### config.mk
export PLATFORM = sky130hd
export DESIGN_NAME = vram_arbiter
export DESIGN_NICKNAME = d
export VERILOG_FILES = /design/src/rtl/vga_pkg.sv /design/src/rtl/vram_arbiter.sv
export SDC_FILE = /design/constraint.sdc
export NUM_CORES = 1
export LEC_CHECK = 0
export CELL_PAD_IN_SITES_DETAIL_PLACEMENT = 1
export CELL_PAD_IN_SITES_GLOBAL_PLACEMENT = 1
export CORE_MARGIN = 2
export CORE_UTILIZATION = 31
export CTS_BUF_LIST = sky130_fd_sc_hd__clkbuf_4 sky130_fd_sc_hd__clkbuf_8
export DETAILED_ROUTE_END_ITERATION = 16
export PLACE_DENSITY_LB_ADDON = 0.1
export SLEW_MARGIN = 20
export SYNTH_ARGS = -nofsm -noshare
export SYNTH_HDL_FRONTEND = slang
export SYNTH_SLANG_ARGS = --single-unit
export TNS_END_PERCENT = 30
### constraint.sdc
create_clock -name i_pixclk -period 2.6 [get_ports i_pixclk]
set_input_delay 0.26 -clock i_pixclk [delete_from_list [all_inputs] [get_ports i_pixclk]]
set_output_delay 0.26 -clock i_pixclk [all_outputs]
set_load 0.02 [all_outputs]
### src/rtl/vga_pkg.sv
// Shared definitions for the VGA side of the game: display timing, board
// geometry, colour codes and the clear-engine state encoding.
package vga_pkg;

    // 640x480 @ 60 Hz timing, in pixel clocks / lines
    localparam int H_VISIBLE = 640;
    localparam int H_FRONT   = 16;
    localparam int H_SYNC    = 96;
    localparam int H_BACK    = 48;
    localparam int H_TOTAL   = 800;
    localparam int V_VISIBLE = 480;
    localparam int V_FRONT   = 10;
    localparam int V_SYNC    = 2;
    localparam int V_BACK    = 29;
    localparam int V_TOTAL   = 521;

    // Playfield geometry: one RAM cell per board square, row-major
    localparam int BOARD_COLS    = 10;
    localparam int BOARD_ROWS    = 20;
    localparam int BOARD_CELLS   = BOARD_COLS * BOARD_ROWS;
    localparam int CELL_PX       = 24;
    localparam int BOARD_LEFT_PX = 344;

    // Colour codes stored per cell
    localparam logic [2:0] C_EMPTY   = 3'd0;
    localparam logic [2:0] C_RED     = 3'd1;
    localparam logic [2:0] C_GREEN   = 3'd2;
    localparam logic [2:0] C_BLUE    = 3'd3;
    localparam logic [2:0] C_YELLOW  = 3'd4;
    localparam logic [2:0] C_CYAN    = 3'd5;
    localparam logic [2:0] C_MAGENTA = 3'd6;
    localparam logic [2:0] C_WALL    = 3'd7;

    // Board clear engine states
    typedef enum logic [1:0] {
        CLR_IDLE = 2'd0,
        CLR_WAIT = 2'd1,
        CLR_RUN  = 2'd2
    } clr_state_e;

endpackage

### src/rtl/vram_arbiter.sv
// Single-port board RAM arbiter: display reads always win, then the clear
// engine (which only runs during vertical blanking), then game writes.
module vram_arbiter
    import vga_pkg::*;
#(
    parameter int DEPTH  = BOARD_CELLS,
    parameter int ADDR_W = 8,
    parameter int DATA_W = 3
) (
    input  logic              i_pixclk,
    input  logic              i_rst_n,
    input  logic              i_rd_req,
    input  logic [ADDR_W-1:0] i_rd_addr,
    output logic [DATA_W-1:0] o_rd_data,
    output logic              o_rd_valid,
    input  logic              i_wr_valid,
    input  logic [ADDR_W-1:0] i_wr_addr,
    input  logic [DATA_W-1:0] i_wr_data,
    output logic              o_wr_ready,
    input  logic              i_clear_req,
    input  logic              i_vblank,
    output logic              o_clear_busy,
    output logic              o_mem_en,
    output logic              o_mem_we,
    output logic [ADDR_W-1:0] o_mem_addr,
    output logic [DATA_W-1:0] o_mem_wdata,
    input  logic [DATA_W-1:0] i_mem_rdata
);

    // Compare against the last valid cell so DEPTH == 2**ADDR_W still fits
    localparam logic [ADDR_W-1:0] LAST_ADDR = ADDR_W'(DEPTH - 1);

    clr_state_e        state_q, state_d;
    logic [ADDR_W-1:0] cnt_q, cnt_d;
    logic              rd_valid_q;
    logic              rd_oob_q;
    logic [DATA_W-1:0] rd_hold_q;
    logic [DATA_W-1:0] rd_data_now;
    logic              rd_in_range;
    logic              wr_in_range;
    logic              clr_write;
    logic              wr_ready;

    assign rd_in_range = (i_rd_addr <= LAST_ADDR);
    assign wr_in_range = (i_wr_addr <= LAST_ADDR);

    // Game writes only get through when the clear engine is idle and the display is quiet
    assign wr_ready = i_rst_n && (state_q == CLR_IDLE) && !i_rd_req;

    // Clear engine next state: wait for blanking, then sweep cells 0..DEPTH-1
    always_comb begin
        // NOTE: every signal gets a default first so no path leaves it unassigned (no latch).
        state_d   = state_q;
        cnt_d     = cnt_q;
        clr_write = 1'b0;
        if (i_rst_n) begin
            case (state_q)
                CLR_IDLE: if (i_clear_req) state_d = CLR_WAIT;
                CLR_WAIT: if (i_vblank) state_d = CLR_RUN;
                CLR_RUN: begin
                    if (!i_vblank) begin
                        state_d = CLR_WAIT;          // blanking over: pause, keep position
                    end else if (!i_rd_req) begin    // display read steals the port: stall
                        clr_write = 1'b1;
                        if (cnt_q == LAST_ADDR) begin
                            cnt_d   = '0;
                            state_d = CLR_IDLE;
                        end else begin
                            cnt_d = cnt_q + 1'b1;
                        end
                    end
                end
                default: state_d = CLR_IDLE;
            endcase
        end
    end

    // RAM port mux: read > clear write > game write; out-of-range cells never touch the RAM
    always_comb begin
        o_mem_en    = 1'b0;
        o_mem_we    = 1'b0;
        o_mem_addr  = '0;
        o_mem_wdata = '0;
        if (i_rst_n && i_rd_req) begin
            o_mem_en   = rd_in_range;
            o_mem_addr = i_rd_addr;
        end else if (clr_write) begin
            o_mem_en   = 1'b1;
            o_mem_we   = 1'b1;
            o_mem_addr = cnt_q;
        end else if (i_wr_valid && wr_ready && wr_in_range) begin
            o_mem_en    = 1'b1;
            o_mem_we    = 1'b1;
            o_mem_addr  = i_wr_addr;
            o_mem_wdata = i_wr_data;
        end
    end

    // State, clear counter and read-return tracking registers
    always_ff @(posedge i_pixclk) begin
        // NOTE: non-blocking assignments keep every register sampling pre-edge values.
        if (!i_rst_n) begin
            state_q    <= CLR_IDLE;
            cnt_q      <= '0;
            rd_valid_q <= 1'b0;
            rd_oob_q   <= 1'b0;
            rd_hold_q  <= '0;
        end else begin
            state_q    <= state_d;
            cnt_q      <= cnt_d;
            rd_valid_q <= i_rd_req;
            rd_oob_q   <= !rd_in_range;
            if (rd_valid_q) rd_hold_q <= rd_data_now;
        end
    end

    // Read data passes straight through from the RAM in the valid cycle, then holds
    assign rd_data_now  = rd_oob_q ? '0 : i_mem_rdata;
    assign o_rd_data    = rd_valid_q ? rd_data_now : rd_hold_q;
    assign o_rd_valid   = rd_valid_q;
    assign o_wr_ready   = wr_ready;
    assign o_clear_busy = (state_q != CLR_IDLE);

endmodule

# Word-level counts from Yosys, hierarchy flattened
# Cells that the tools add are included.
dict set report totals {
  regBits 15
  latch_bits 0
  ram_bits 0
  mem_bits_ro 0
  inputBits 28
  out_inout_bits 19
  n_memories 0
}
dict set report classes {
  addsub 1
  mul 0
  n_div 0
  n_lt_le_gt_ge 2
  eq_ne 7
  shifts 0
  mux 23
  bitwise_logic 1
  n_reduce_logical 11
}
# cell n
set op_table {}
lappend op_table {{$mux W8} 4}
lappend op_table {{$le A8 B8 Y1 const B} 2}
lappend op_table {{$mux W3} 5}
lappend op_table {{$mux W2} 5}
lappend op_table {{$add A8 B1 Y8 const B} 1}
lappend op_table {{$eq A8 B8 Y1 const B} 1}
lappend op_table {{$mux W1} 8}
lappend op_table {{$ne A3 B3 Y1 const B} 2}
lappend op_table {{$pmux W2 S3} 1}
lappend op_table {{$logic_and A1 B1 Y1} 5}
lappend op_table {{$ne A2 B2 Y1 const B} 2}
lappend op_table {{$reduce_and A4 Y1} 1}
lappend op_table {{$reduce_and A3 Y1} 1}
lappend op_table {{$eq A2 B1 Y1 const B} 1}
lappend op_table {{$eq A2 B2 Y1 const B} 1}
lappend op_table {{$logic_not A1 Y1} 2}
lappend op_table {{$logic_not A2 Y1} 1}
lappend op_table {{$reduce_bool A2 Y1} 1}
lappend op_table {{$not A1 Y1} 1}

# Logic depth before layout (Yosys ltp)
dict set report logic_depth {
  word_depth 8
  depth_mapped 5
  ltp_nobuf 4
}

# Worst setup path after synthesis
# Ideal clock, no wire load.
dict set report synth_path {
  path_kind {flip-flop to output port}
  start {reg state_q[1]}
  end {out o_mem_addr[1]}
  arrival_time_ps 1878
  path_slack_ps 462
  stages_incl_launch_ff 5
  path_buffers 1
  cell_sequence {dfxtp_1 -> nor4b_1 -> and3_1 -> buf_6 -> a221o_1}
}
dict set report synth_via {
  elab_chain_cells 8
}
# element line
set synth_lines {}
lappend synth_lines {{from (decl)} vram_arbiter.sv:33} ;# clr_state_e state_q, state_d;
lappend synth_lines {{from (signal assigned)} vram_arbiter.sv:109} ;# state_q <= state_d;
lappend synth_lines {{$logic_not A2 Y1} vram_arbiter.sv:48} ;# assign wr_ready = i_rst_n && (state_q == CLR_IDLE) && !i_rd_req;
lappend synth_lines {{$logic_and A1 B1 Y1 (2 in series)} vram_arbiter.sv:48}
lappend synth_lines {{named net o_wr_ready} vram_arbiter.sv:19} ;# output logic o_wr_ready,
lappend synth_lines {{$logic_and A1 B1 Y1 (2 in series)} vram_arbiter.sv:91} ;# end else if (i_wr_valid && wr_ready && wr_in_range) begin
lappend synth_lines {{$mux W8} vram_arbiter.sv:91}
lappend synth_lines {{$mux W8} vram_arbiter.sv:87} ;# end else if (clr_write) begin
lappend synth_lines {{$mux W8} vram_arbiter.sv:84} ;# if (i_rst_n && i_rd_req) begin
lappend synth_lines {{to (decl)} vram_arbiter.sv:25} ;# output logic [ADDR_W-1:0] o_mem_addr,
# The timed path passes the listed nets, and every way through them passes these cells.

# Worst setup path after layout
dict set report layout_path {
  start {in i_rd_req}
  end {out o_mem_addr[6]}
}
dict set report layout_via {
  elab_chain_cells 7
}
# element line
set layout_lines {}
lappend layout_lines {{from (decl)} vram_arbiter.sv:12} ;# input logic i_rd_req,
lappend layout_lines {{branches (longest 6 deep; another with $mux W8)} --}
lappend layout_lines {{$mux W8 *} vram_arbiter.sv:84}
# Mark *: on every way between the ends.

==> parameters.txt <==
Parameter                              Value

Critical path
  CP Max Fanout    13
  Ordered cell list for the critical path    clkdlybuf4s50_1 > nor4b_2 > and3_1 > buf_4 > a221o_1 > clkdlybuf4s50_1
  Endpoint of the worst-slack reg-to-reg timing path    cnt_q[7]
  Cell with the most instances on the worst path    sky130_fd_sc_hd__clkdlybuf4s50_1
  Data required time of the worst path    2.34 ns
  Category of the worst setup path capture point    primary output
  Kind of start point of the critical path    input port
  WP data arrival    2.18 ns
  Category of the critical setup timing path    in2out
  Crit-path slowest cell    sky130_fd_sc_hd__clkdlybuf4s50_1
  Delay contributed by the slowest stage of the critical path    0.60 ns
  Number of cells on the worst reg-to-reg path    4
  Setup slack, reg-to-reg    1.04 ns
  Worst reg2reg startpoint    state_q[0]

Global routing
  Initial antenna violation count    0
  Wire length of the first global-routing pass    5280 um
  Pin count of the biggest net entering global routing    17
  Number of global-route vias before repair    1076
  Remaining global-route overflow    0
  Total track usage    0.201

Logic synthesis
  Area share of the largest cell type after synthesis    0.326
  Syn Std Cell Area    921 sq um
  Largest cells by area after synthesis    sky130_fd_sc_hd__dfxtp_1 (33%), sky130_fd_sc_hd__a221o_1 (8.7%), sky130_fd_sc_hd__and3_1 (6.1%), sky130_fd_sc_hd__a21oi_1 (4.9%), sky130_fd_sc_hd__and2_1 (4.1%)
  Seq/Total Area, Yosys    0.326
  Most frequently used cell type in the post-synthesis netlist    sky130_fd_sc_hd__dfxtp_1
  Number of nets produced by synthesis    137
  Count of flip-flops with a built-in enable after synthesis    0
  Post-Synthesis Cells    108
  Fraction of registers with async set/reset    0
  Library cell with the largest summed area after synthesis    sky130_fd_sc_hd__dfxtp_1
  Synthesized flop and latch total    15
  Synthesis warning total    0
  Distinct cells, synth    34
  Most used standard cells in the synthesized netlist    sky130_fd_sc_hd__dfxtp_1 (15), sky130_fd_sc_hd__a21oi_1 (9), sky130_fd_sc_hd__and3_1 (9)
  Commonest register cell after synthesis    sky130_fd_sc_hd__dfxtp_1
  Average cell area after synthesis    8.53 sq um

Die
  Starting density of the core    0.331
  Placement row count    19
  Core Footprint    0.00278 sq mm
  Count of boundary I/O pins    47
  Die height    58.5 um
  Horizontal die dimension    58.5 um
  Area of the die    0.00342 sq mm

Place
  Gpl congestion    0.757
  Number of cells after detailed placement    185
  Count of buffers inserted at the top-level ports    46
  Dpl hpwl    2450 um
  Minimum setup slack after placement    0.00965 ns

Timing
  Relative slew slack    0.753
  Actual slew at the worst max-slew pin    0.371 ns
  Setup violation total in the final timing report    0
  Worst setup slack after layout    0.163 ns
  Worst clock skew on the final layout    0.000925 ns
  Count of final max-slew check failures    0
  Final Cycle Share    0.937
  Fmax    410 MHz
  Min cycle time layout    2.44 ns
  Setup repair after global routing missed its margin    no
  Total count of hold-check failures in the final report    0

Route
  Vias/cell    5.42
  Number of DRC markers in iteration 0    21
  First-pass DRT Iterations    4
  DRT Wirelength    3060 um
  Count of vias placed by the detailed router    1025
  Routed length per instance    16.2 um
  Number of routed nets with antenna violations    0
  Final routed DRC violation total    0

Min path
  Worst hold path class    reg2reg
  Worst hold path stage count    2
  Min-Delay Startpoint    rd_hold_q[2]
  Endpoint, Worst Hold    rd_hold_q[2]

Clocking
  H-Tree Depth    1
  Clock latency reported for the late side of the worst-skew pair    0.29 ns
  Root buf cell    sky130_fd_sc_hd__clkbuf_4
  Clock transition time at the flip-flop clock pins of the worst setup and hold paths    0.09 ns
  CTS tree    yes
  Number of CTS-inserted buffers    3
  Buffer depth of the longest clock path    2
  Number of buffers inserted by hold repair at cts    0
  Number of clock sinks seen by CTS    15

Layout
  Non-filler cells, final    189
  Number of antenna diodes    0
  Layout cells sized above 1    0.0886
  Net count of the finished layout    188
  Fill cell instance count of the final layout    348
  Synthesis-to-finish area growth    58.4%

Job
  Max-cap check violation count    0

Pwr
  Maximum VDD drop    0.373 mV
  Power density normalized to cell area    370 mW/mm^2
  Leakage power total    0.562 nW

Outcome
  Run status    complete, no violations
==> per-layer routing <==
metal / track usage / share of wire
met1: 0.255 / 0.45
met2: 0.353 / 0.50
met4: 0.0199 / 0.0033
met3: 0.0505 / 0.047
met5: 0 / 0
==> where the power goes <==
part	switching [mW]	total, mW	internal (mW)	leakage, nW
registers	0.00585	0.241	0.236	0.122
logic	0.0621	0.152	0.0898	0.422
clock network	0.0767	0.147	0.0702	0.0184
==> cell families after synthesis <==
group / after synthesis / synth area share
DFF: 15 / 0.326
and+or+nand+nor: 53 / 0.348
muxes: 1 / 0.0109
xor gates and xnor gates: 1 / 0.00951
buffers and inverters: 8 / 0.0503
adders and majority gates: 1 / 0.0136
AOI/OAI and AO/OA: 29 / 0.242
==> placed cells by master (no fill, tap or decap), types with 3 or more instances in the layout <==
| cell | synthesis | layout |
|---|---|---|
| sky130_fd_sc_hd__a21oi_1 | 9 | 9 |
| sky130_fd_sc_hd__a221o_1 | 8 | 8 |
| sky130_fd_sc_hd__and2_1 | 6 | 6 |
| sky130_fd_sc_hd__and3_1 | 9 | 9 |
| sky130_fd_sc_hd__buf_4 | 0 | 5 |
| sky130_fd_sc_hd__clkbuf_4 | 0 | 4 |
| sky130_fd_sc_hd__clkdlybuf4s50_1 | 0 | 46 |
| sky130_fd_sc_hd__dfxtp_1 | 15 | 15 |
| sky130_fd_sc_hd__inv_1 | 3 | 3 |
| sky130_fd_sc_hd__nand2_1 | 7 | 7 |
| sky130_fd_sc_hd__nand2b_1 | 4 | 4 |
| sky130_fd_sc_hd__nand3_1 | 3 | 3 |
| sky130_fd_sc_hd__nor2_1 | 4 | 4 |
| sky130_fd_sc_hd__o21ai_0 | 4 | 4 |
| sky130_fd_sc_hd__o31ai_1 | 4 | 4 |
| sky130_fd_sc_hd__or3_1 | 4 | 4 |
| sky130_fd_sc_hd__or4_1 | 3 | 3 |
==> metrics by stage <==
step / util / instance area (sq um) / hold slack, ns / TNS, ns / power [mW]
2_1_floorplan: - / 921 / 0.396 / 0 / 0.309
3_3_place_gp: 0.511 / 1420 / 0.469 / -0.212 / 0.396
3_5_place_dp: 0.511 / 1420 / 0.485 / 0 / 0.399
4_1_cts: 0.525 / 1460 / 0.498 / 0 / 0.549
5_1_grt: 0.525 / 1460 / 0.546 / 0 / 0.570
6_report: 0.525 / 1460 / 0.493 / 0 / 0.540
==> area by class of cell <==
cell class	count	area [sq um]	share of cell area
Multi-Input combinational cell	85	581	0.398
Timing Repair Buffer	51	498	0.341
Sequential cell	15	300	0.206
Tap cell	31	38.8	0.0266
Clock buffer	4	30.0	0.0206
Inverter	3	11.3	0.00772
==> worst max-delay path: cells and delay by family <==
family                 cells  cell delay, ns
AOI/OAI and AO/OA          1            0.17
buffers and inverters      3            1.23
and+or+nand+nor            2            0.51
==> repair_timing <==
| item | in CTS | in global routing |
|---|---|---|
| resized for setup | 1 | 0 |
| buffers inserted | 0 | 0 |
| setup endpoints to repair | 5 | 0 |
==> how the worst max path moves through the flow <==
stage,to,startpoint,slack (ns),cells past startpoint
after floorplan,o_mem_addr[1],state_q[1],0.46,4
after global placement,o_mem_addr[1],i_rst_n,-0.04,6
after detailed placement,o_mem_wdata[0],i_rst_n,0.01,6
after CTS,o_mem_wdata[0],state_q[1],0.15,5
after global routing,o_mem_addr[6],state_q[1],0.02,5
final,o_mem_addr[6],i_rd_req,0.16,6
==> state kept, by name (all words and copies together), names as in the netlist <==
register	count
cnt_q	8
o_rd_valid	1
rd_hold_q	3
rd_oob_q	1
state_q	2
Power figures use the tool's default switching activity.
